==> src/rtl/rv32i_pkg.sv <==
// Shared RV32I definitions used by the fetch stage.
//   XLEN          : architectural register / address width
//   NOP_INSTR     : encoding of ADDI x0,x0,0, used as the bubble instruction
//   fetch_state_t : fetch sequencer states
package rv32i_pkg;

  localparam int unsigned XLEN = 32;

  localparam logic [XLEN-1:0] NOP_INSTR = 32'h0000_0013;

  typedef enum logic [1:0] {
    IDLE    = 2'd0,
    REQ     = 2'd1,
    DISCARD = 2'd2
  } fetch_state_t;

endpackage

==> src/rtl/instruction_fetch_unit_if.sv <==
// Instruction-memory request/response channel.
//   imem_req   : fetch request (master -> memory)
//   imem_addr  : word-aligned fetch address (master -> memory)
//   imem_rdata : returned instruction, valid when imem_ready=1 (memory -> master)
//   imem_ready : memory completes the current request this cycle (memory -> master)
interface instruction_fetch_unit_if;
  import rv32i_pkg::*;

  logic            imem_req;
  logic [XLEN-1:0] imem_addr;
  logic [XLEN-1:0] imem_rdata;
  logic            imem_ready;

  modport master (
    output imem_req,
    output imem_addr,
    input  imem_rdata,
    input  imem_ready
  );

  modport slave (
    input  imem_req,
    input  imem_addr,
    output imem_rdata,
    output imem_ready
  );

endinterface

==> src/rtl/if_id_reg.sv <==
// IF/ID pipeline register.
//   clk, rst_n         : clock, async active-low reset (resets to a bubble)
//   load               : capture pc_in / instr_in as a valid instruction
//   hold               : keep current contents
//   flush              : replace contents with a bubble (wins over hold and load)
//   pc_in, instr_in    : fetched PC and instruction
//   pc, instr, valid   : registered IF/ID contents
module if_id_reg
  import rv32i_pkg::*;
(
  input  logic            clk,
  input  logic            rst_n,
  input  logic            load,
  input  logic            hold,
  input  logic            flush,
  input  logic [XLEN-1:0] pc_in,
  input  logic [XLEN-1:0] instr_in,
  output logic [XLEN-1:0] pc,
  output logic [XLEN-1:0] instr,
  output logic            valid
);

  // Priority: flush > hold > load; otherwise contents are retained.
  always_ff @(posedge clk or negedge rst_n) begin
    if (!rst_n) begin
      pc    <= '0;
      instr <= NOP_INSTR;
      valid <= 1'b0;
    end else if (flush) begin
      pc    <= '0;
      instr <= NOP_INSTR;
      valid <= 1'b0;
    end else if (hold) begin
      pc    <= pc;
      instr <= instr;
      valid <= valid;
    end else if (load) begin
      pc    <= pc_in;
      instr <= instr_in;
      valid <= 1'b1;
    end
  end

endmodule

==> src/rtl/instruction_fetch_unit.sv <==
// RV32I fetch stage: owns the PC, issues instruction-memory requests and
// loads the IF/ID register, inserting bubbles for memory wait states and
// redirects.
//   RESET_PC          : first PC fetched after reset
//   clk, rst_n        : clock, async active-low reset
//   PCWrite           : 0 = hold PC (hazard unit)
//   IF_IDWrite        : 0 = hold IF/ID (hazard unit)
//   ID_branch_taken   : redirect resolved in ID
//   ID_branch_target  : redirect address, low two bits ignored
//   imem              : instruction-memory channel (master side)
//   IF_ID_pc/instr/valid : registered IF/ID contents
//   fetch_stall       : request outstanding and memory not ready
module instruction_fetch_unit
  import rv32i_pkg::*;
#(
  parameter logic [XLEN-1:0] RESET_PC = 32'h0000_0000
) (
  input  logic                     clk,
  input  logic                     rst_n,
  input  logic                     PCWrite,
  input  logic                     IF_IDWrite,
  input  logic                     ID_branch_taken,
  input  logic [XLEN-1:0]          ID_branch_target,
  instruction_fetch_unit_if.master imem,
  output logic [XLEN-1:0]          IF_ID_pc,
  output logic [XLEN-1:0]          IF_ID_instr,
  output logic                     IF_ID_valid,
  output logic                     fetch_stall
);

  localparam logic [XLEN-1:0] ALIGN_MASK = ~XLEN'(3);

  fetch_state_t    state, state_nxt;
  logic [XLEN-1:0] pc, pc_nxt;
  logic [XLEN-1:0] save_target, save_target_nxt;
  logic            stall, redir;
  logic [XLEN-1:0] target;
  logic            ifid_load, ifid_hold, ifid_flush;

  assign stall  = !PCWrite || !IF_IDWrite;
  // An instruction stalled in ID is not yet resolved, so its redirect is ignored.
  assign redir  = ID_branch_taken && !stall;
  assign target = ID_branch_target & ALIGN_MASK;

  // State, PC and pending redirect target.
  always_ff @(posedge clk or negedge rst_n) begin
    if (!rst_n) begin
      state       <= IDLE;
      pc          <= RESET_PC & ALIGN_MASK;
      save_target <= '0;
    end else begin
      state       <= state_nxt;
      pc          <= pc_nxt;
      save_target <= save_target_nxt;
    end
  end

  // Next-state, next-PC and IF/ID control.
  always_comb begin
    state_nxt       = state;
    pc_nxt          = pc;
    save_target_nxt = save_target;
    ifid_load       = 1'b0;
    ifid_hold       = 1'b0;
    ifid_flush      = 1'b0;
    imem.imem_req   = 1'b0;

    unique case (state)
      IDLE: begin
        pc_nxt     = RESET_PC & ALIGN_MASK;
        ifid_flush = 1'b1;
        state_nxt  = REQ;
      end

      REQ: begin
        imem.imem_req = 1'b1;
        if (redir) begin
          ifid_flush = 1'b1;
          if (imem.imem_ready) begin
            pc_nxt = target;
          end else begin
            // Request is in flight on the old PC; finish it before redirecting.
            save_target_nxt = target;
            state_nxt       = DISCARD;
          end
        end else if (stall) begin
          ifid_hold = 1'b1;
        end else if (imem.imem_ready) begin
          ifid_load = 1'b1;
          pc_nxt    = pc + XLEN'(4);
        end else begin
          ifid_flush = 1'b1;
        end
      end

      DISCARD: begin
        imem.imem_req = 1'b1;
        if (redir) begin
          save_target_nxt = target;
        end
        if (imem.imem_ready) begin
          // A redirect arriving in the same cycle is the newest one.
          pc_nxt    = redir ? target : save_target;
          state_nxt = REQ;
        end
        if (stall) begin
          ifid_hold = 1'b1;
        end else begin
          ifid_flush = 1'b1;
        end
      end

      default: begin
        state_nxt  = IDLE;
        ifid_flush = 1'b1;
      end
    endcase
  end

  assign imem.imem_addr = pc;
  assign fetch_stall    = imem.imem_req && !imem.imem_ready;

  if_id_reg u_if_id_reg (
    .clk      (clk),
    .rst_n    (rst_n),
    .load     (ifid_load),
    .hold     (ifid_hold),
    .flush    (ifid_flush),
    .pc_in    (pc),
    .instr_in (imem.imem_rdata),
    .pc       (IF_ID_pc),
    .instr    (IF_ID_instr),
    .valid    (IF_ID_valid)
  );

endmodule
==> src/flat_wrapper.sv <==
// flat-port wrapper written by rule: the top's interface ports become plain ports
module instruction_fetch_unit_flat import rv32i_pkg::*;
#(
  parameter logic [XLEN-1:0] RESET_PC = 32'h0000_0000
)
  (clk, rst_n, PCWrite, IF_IDWrite, ID_branch_taken, ID_branch_target, IF_ID_pc, IF_ID_instr, IF_ID_valid, fetch_stall, imem_imem_req, imem_imem_addr, imem_imem_rdata, imem_imem_ready);
  instruction_fetch_unit_if imem_i ();
  input  logic clk;
  input  logic rst_n;
  input  logic PCWrite;
  input  logic IF_IDWrite;
  input  logic ID_branch_taken;
  input  logic [XLEN-1:0] ID_branch_target;
  output logic [XLEN-1:0] IF_ID_pc;
  output logic [XLEN-1:0] IF_ID_instr;
  output logic IF_ID_valid;
  output logic fetch_stall;
  output wire logic [$bits(imem_i.imem_req)-1:0] imem_imem_req;
  output wire logic [$bits(imem_i.imem_addr)-1:0] imem_imem_addr;
  input wire logic [$bits(imem_i.imem_rdata)-1:0] imem_imem_rdata;
  input wire logic [$bits(imem_i.imem_ready)-1:0] imem_imem_ready;
  assign imem_imem_req = imem_i.imem_req;
  assign imem_imem_addr = imem_i.imem_addr;
  assign imem_i.imem_rdata = imem_imem_rdata;
  assign imem_i.imem_ready = imem_imem_ready;
  instruction_fetch_unit #(.RESET_PC(RESET_PC)) u_core (.clk(clk), .rst_n(rst_n), .PCWrite(PCWrite), .IF_IDWrite(IF_IDWrite), .ID_branch_taken(ID_branch_taken), .ID_branch_target(ID_branch_target), .imem(imem_i), .IF_ID_pc(IF_ID_pc), .IF_ID_instr(IF_ID_instr), .IF_ID_valid(IF_ID_valid), .fetch_stall(fetch_stall));
endmodule
==> config.mk <==
export PLATFORM = sky130hd
export DESIGN_NAME = instruction_fetch_unit_flat
export DESIGN_NICKNAME = d
export VERILOG_FILES = /design/src/rtl/rv32i_pkg.sv /design/src/rtl/instruction_fetch_unit_if.sv /design/src/rtl/if_id_reg.sv /design/src/rtl/instruction_fetch_unit.sv /design/src/flat_wrapper.sv
export SDC_FILE = /design/constraint.sdc
export NUM_CORES = 1
export LEC_CHECK = 0
export ABC_CLOCK_PERIOD_IN_PS = 2800
export CAP_MARGIN = 10
export CORE_MARGIN = 3
export CORE_UTILIZATION = 30
export CTS_BUF_LIST = sky130_fd_sc_hd__clkbuf_8
export DETAILED_ROUTE_END_ITERATION = 8
export GPL_TIMING_DRIVEN = 0
export PLACE_DENSITY_LB_ADDON = 0.08
export REMOVE_ABC_BUFFERS = 1
export SYNTH_ARGS = -nofsm -noshare
export SYNTH_HDL_FRONTEND = slang
export SYNTH_SLANG_ARGS = --single-unit
==> constraint.sdc <==
create_clock -name clk -period 2.8 [get_ports clk]
set_clock_uncertainty 0.2 [all_clocks]
set_input_delay 0.56 -clock clk [delete_from_list [all_inputs] [get_ports clk]]
set_output_delay 0.56 -clock clk [all_outputs]
set_load 0.03 [all_outputs]
### Word level (Yosys, flattened, before mapping)

Index checks and enable logic that the tools add are counted.

| storage, ports and cells | value |
|---|---|
| flip-flop bits (word level) | 131 |
| latch bits | 0 |
| RAM bits | 0 |
| memory bits (read-only) | 0 |
| input port bits | 70 |
| logic and storage cells | 68 |
| memories kept | 0 |

| operators by class | value |
|---|---|
| add/subtract/negate cells | 1 |
| multipliers | 0 |
| div/mod/pow operators | 0 |
| $lt $le $gt $ge | 0 |
| equality and inequality tests | 9 |
| shifts and indexed selects | 0 |
| muxes and demuxes | 36 |
| bitwise logic cells | 0 |
| reductions and logical operators | 16 |

Operator list:

| operator | count |
|---|---|
| two-way mux 32 bit | 14 |
| case mux 32 bit (3 select lines) | 1 |
| case mux 32 bit (2 select lines) | 1 |
| adder 32 x 3 -> 32 bit (second input constant) | 1 |
| two-way mux 1 bit | 14 |
| two-way mux 2 bit | 3 |
| inequality test 2 bit (second input constant) | 3 |
| inequality test 3 bit (second input constant) | 2 |
| case mux 2 bit (3 select lines) | 1 |
| AND reduction 3 bit | 2 |
| AND reduction 5 bit | 1 |
| zero test 1 bit | 4 |
| case mux 1 bit (2 select lines) | 2 |
| nonzero test 2 bit | 2 |
| inequality test 3 x 2 -> 1 bit (second input constant) | 1 |
| nonzero test 3 bit | 1 |
| equality test 2 x 1 -> 1 bit (second input constant) | 1 |
| equality test 2 bit (second input constant) | 1 |
| logical AND 1 bit | 2 |
| zero test 2 bit | 1 |
| inequality test 2 x 1 -> 1 bit (second input constant) | 1 |
| AND reduction 2 bit | 1 |
| OR reduction 2 bit | 1 |
| logical OR 1 bit | 1 |

### Longest topological paths before layout

| depth | value |
|---|---|
| depth in word-level cells | 9 |
| mapped depth | 9 |
| gate-level depth less buffers | 7 |

### Cells and area by module

From an unflattened synthesis, not the netlist that was laid out.

| unflattened totals | value |
|---|---|
| cells, all modules | 753 |
| area total of the unflattened synthesis | 7,407.1 µm² |

By module, submodules not included:

| module | instances | cells each | area an instance (µm²) | seq. area each (µm²) |
|---|---|---|---|---|
| instruction_fetch_unit | 1 | 461 | 4,110.2 | 1,651.6 |
| if_id_reg | 1 | 292 | 3,296.9 | 1,630.3 |

### Worst setup path after synthesis

Ideal clock, no wire load.

| path | value |
|---|---|
| kind | register to output |
| start point | register u_core.state[0] |
| end point | output port fetch_stall |
| data arrival time | 1.863 ns |
| data required time | 2.040 ns |
| path slack | 0.177 ns |
| cell stages (with the launch flop) | 6 |
| cells stage by stage | dfrtp_1 inv_1 ha_1 clkbuf_1 clkbuf_1 nor2b_1 |

| on the way | value |
|---|---|
| longest elaborated chain between the ends | 4 |
| elaborated cells between the ends (all ways) | 5 |
| those cells by class | 2 x eq/ne; 1 x mux; 2 x reduce/logical |

Ends and longest elaborated chain:

| element | RTL line | text |
|---|---|---|
| start: declaration | instruction_fetch_unit.sv:33 | `fetch_state_t state, state_nxt;` |
| start signal: assignment | instruction_fetch_unit.sv:52 | `state <= state_nxt;` |
| equality test 2 x 1 -> 1 bit / equality test 2 bit (equally long branches) | instruction_fetch_unit.sv:68 | `unique case (state)` |
| OR reduction 2 bit (no source line) (*) | n/a |  |
| two-way mux 1 bit (*) | instruction_fetch_unit.sv:68 |  |
| via imem_imem_req | flat_wrapper.sv:18 | `output wire logic [$bits(imem_i.imem_req)-1:0] imem_imem_req;` |
| logical AND 1 bit (*) | instruction_fetch_unit.sv:121 | `assign fetch_stall = imem.imem_req && !imem.imem_ready;` |
| end: declaration | flat_wrapper.sv:17 | `output logic fetch_stall;` |

Mark *: on every way through the listed nets, which the timed path passes. The rest lies on a longest branch.

### Final worst setup path

| path | value |
|---|---|
| start point | input port ID_branch_taken |
| end point | register u_core.save_target[9] |

| on the way | value |
|---|---|
| longest elaborated chain between the ends | 3 |
| elaborated cells between the ends (all ways) | 5 |
| those cells by class | 1 x eq/ne; 2 x mux; 2 x reduce/logical |

Ends and longest elaborated chain:

| element | RTL line | text |
|---|---|---|
| start: declaration | flat_wrapper.sv:12 | `input logic ID_branch_taken;` |
| logical AND 1 bit (*) | instruction_fetch_unit.sv:42 | `assign redir = ID_branch_taken && !stall;` |
| two-way mux 32 bit / inequality test 2 x 1 -> 1 bit (equally long branches) | n/a |  |
| case mux 32 bit (2 select lines) / AND reduction 3 bit (equally long branches) | n/a |  |
| end signal: assignment | instruction_fetch_unit.sv:54 | `save_target <= save_target_nxt;` |
| end: declaration | instruction_fetch_unit.sv:35 | `logic [XLEN-1:0] save_target, save_target_nxt;` |

Every way passes the cells marked *; elsewhere a longest branch is shown, timed or not.
A chain may end at the register's enable or synchronous reset.

==> qor.yml <==
root_buffer: "clkbuf_8"
p_leak_nw: 3.67
final_area_um2: 8960
clock_sinks: 131
cp.arrival_ps: 2840
grt_overflow: 0
worstPathMaxFanout: 31
multi_input_area_um2: 2960
die_x_um: 152
clockBufferDepth: 2
crit_type: "in2reg"
ys.flop_type: "dfrtp_1"
finalWorstSetupSlack_ps: 87.9
dieArea_um2: 23100
cp-start-kind: "primary input"
met2RoutedLength_um: 9660
via_per_inst: 5.35
hp-start: "u_core.u_if_id_reg.pc[16]"
cts_buffers: 17
hold_violations: 0
rows: 52
path_clk_slew_ps: 70
gp_congestion: 0.794
hold_class: "reg2reg"
grt_antenna_before_repair: 0
tightest_slew_ps: 764
place_ws_ps: -738
top_layer_used: "met4"
fillers: 2000
relSlewSlack_pct: 48.6
dr_total_vias: 5648
critPathRequiredTime_ps: 2930
yosysSeqAreaShare_pct: 51.4
power.total_mw: 6.79
ys_types: 58
finalSetupViolCount: 0
final_common_cell: "clkdlybuf4s50_1"
ant_nets: 0
clk_latency_ps: 450
whs_path_depth: 2
rsz0062_at_grt: "no"
syn-cell-area_um2: 6380
diodes: 0
wl_per_cell_um: 19.8
placed_area_um2: 8400
io_buffer_count: 166
die_h_um: 152
m1WireLength_um: 9770
r2r_cells: 7
drv_cap: 0
layout_common_cells: "clkdlybuf4s50_1, dfrtp_1, nand2_1, a22o_1, o21ai_0"
grt_pass1_wl_um: 33600
coreArea_um2: 20600
nNetsFinal: 847
start_util_pct: 31.0
cts_tree: "yes"
syn_avg_cell_area_um2: 10.4
io_pins: 169
met3_length_um: 1160
finalNonFillerCells: 1055
htree_num_levels: 4
worstHoldEndpoint: "u_core.u_if_id_reg.pc[16]"
first_pass_iters: 5
fmax_mhz: 369
final-seq-area_um2: 3280
syn_to_final_growth_pct: 40.5
ir_drop_mv: 0.368
grt_pass1_vias: 5843
yosysWarnings: 0
drc_errors: 0
wl_um: 20900
fin_tns_setup_ps: 0
yosys_register_bits: 131
timing.rr.end: "u_core.imem.imem_addr[28]"
synthCells: 616
fin_util_pct: 43.6
reg2reg_from: "u_core.state[0]"
power_per_cell_area_nw_per_um2: 758
async_reset_ff_share_pct: 100
period_needed_ps: 2710
status: "completed"
end_kind: "flip-flop"
grt_usage_pct: 18.0
hpwl_um: 13900
dp_cells: 1016
reg2reg_slack_ps: 210
grt_max_degree: 93
layout-drive-gt1-share_pct: 13.9
whs_ps: 282
drt_iter0_markers: 306
synth_edf_count: 0
drv_slew: 0
post-route-period-util_pct: 96.9
## metal layers
layer	global-route usage, %	vias to the layer above
met5	0	-
li1	-	2610
met1	24.9	2817
met2	28.6	199
met4	4.84	0
met3	4.04	22
## area by class of cell
cell class	count	area share (%)
Tap cell	270	3.77
Inverter	13	0.545
Clock buffer	20	3.07
Multi-Input combinational cell	427	33.0
Sequential cell	131	36.7
Timing Repair Buffer	182	21.4
Clock inverter	12	1.56
## how the worst max path moves through the flow
stage / depth (start not counted) / from / endpoint
2_1_floorplan: 6 / u_core.state[0] / u_core.u_if_id_reg.instr[10]
4_1_cts: 4 / u_core.state[0] / fetch_stall
5_1_grt: 6 / ID_branch_taken / u_core.save_target[27]
6_report: 6 / ID_branch_taken / u_core.save_target[9]
3_5_place_dp: 7 / u_core.state[1] / u_core.imem.imem_addr[18]
3_3_place_gp: 1 / rst_n / u_core.u_if_id_reg.pc[31]
## cell usage after synthesis, types with 5 or more instances
| master | count | area share, % |
|---|---|---|
| dfrtp_1 | 128 | 50 |
| nand2_1 | 85 | 5.0 |
| a22o_1 | 54 | 7.4 |
| o21ai_0 | 39 | 3.1 |
| mux2_2 | 32 | 5.6 |
| clkbuf_1 | 31 | 1.8 |
| a21oi_1 | 23 | 1.8 |
| nand3_1 | 16 | 1.3 |
| nor3_1 | 16 | 1.3 |
| nor2_1 | 15 | 0.88 |
| inv_1 | 13 | 0.76 |
| buf_2 | 12 | 0.94 |
| nand4_1 | 11 | 1.1 |
| mux2i_1 | 8 | 1.3 |
| o221ai_1 | 8 | 1.1 |
| xnor2_1 | 8 | 1.1 |
| a211oi_1 | 7 | 0.82 |
| a22oi_1 | 7 | 0.82 |
| a221oi_1 | 6 | 0.82 |
| or3_1 | 6 | 0.59 |
| and2_1 | 5 | 0.49 |
| and3_1 | 5 | 0.49 |
| ha_1 | 5 | 0.98 |
| o2bb2ai_1 | 5 | 0.69 |
## worst max-delay path, stage by stage
cell             delay (ps)
clkdlybuf4s50_1         630
and3_2                  490
buf_12                  250
nand3_2                 310
buf_12                  300
mux2_2                  280
## flip-flops by register name (all words and copies together) (netlist names)
signal                    cells
u_core.u_if_id_reg.instr     32
u_core.u_if_id_reg.pc        32
u_core.state                  2
u_core.imem.imem_addr        32
u_core.save_target           32
u_core.u_if_id_reg.valid      1
## power breakdown
group	switching, mW	leakage [nW]	internal [mW]
Combinational	1.51	1.70	1.01
Sequential	0.322	1.75	2.24
Clock	0.776	0.218	0.939
## logic make-up after synthesis
group,share of synthesized area (%)
fa+ha+maj,0.981
mux,6.90
flops,51.4
buf+inv,3.65
compound gates,21.3
xor+xnor,1.51
simple gates,14.2
## timing repair
item | in CTS | in global routing
gates resized for setup | 15 | 4
hold buffers | 1 | 0
setup endpoints to repair | 119 | 66
gates cloned | 0 | 0
hold endpoints to repair | 39 | 0
pin swaps | 1 | 2
buffers inserted | 2 | 4
(Power assumes the default switching activity.)
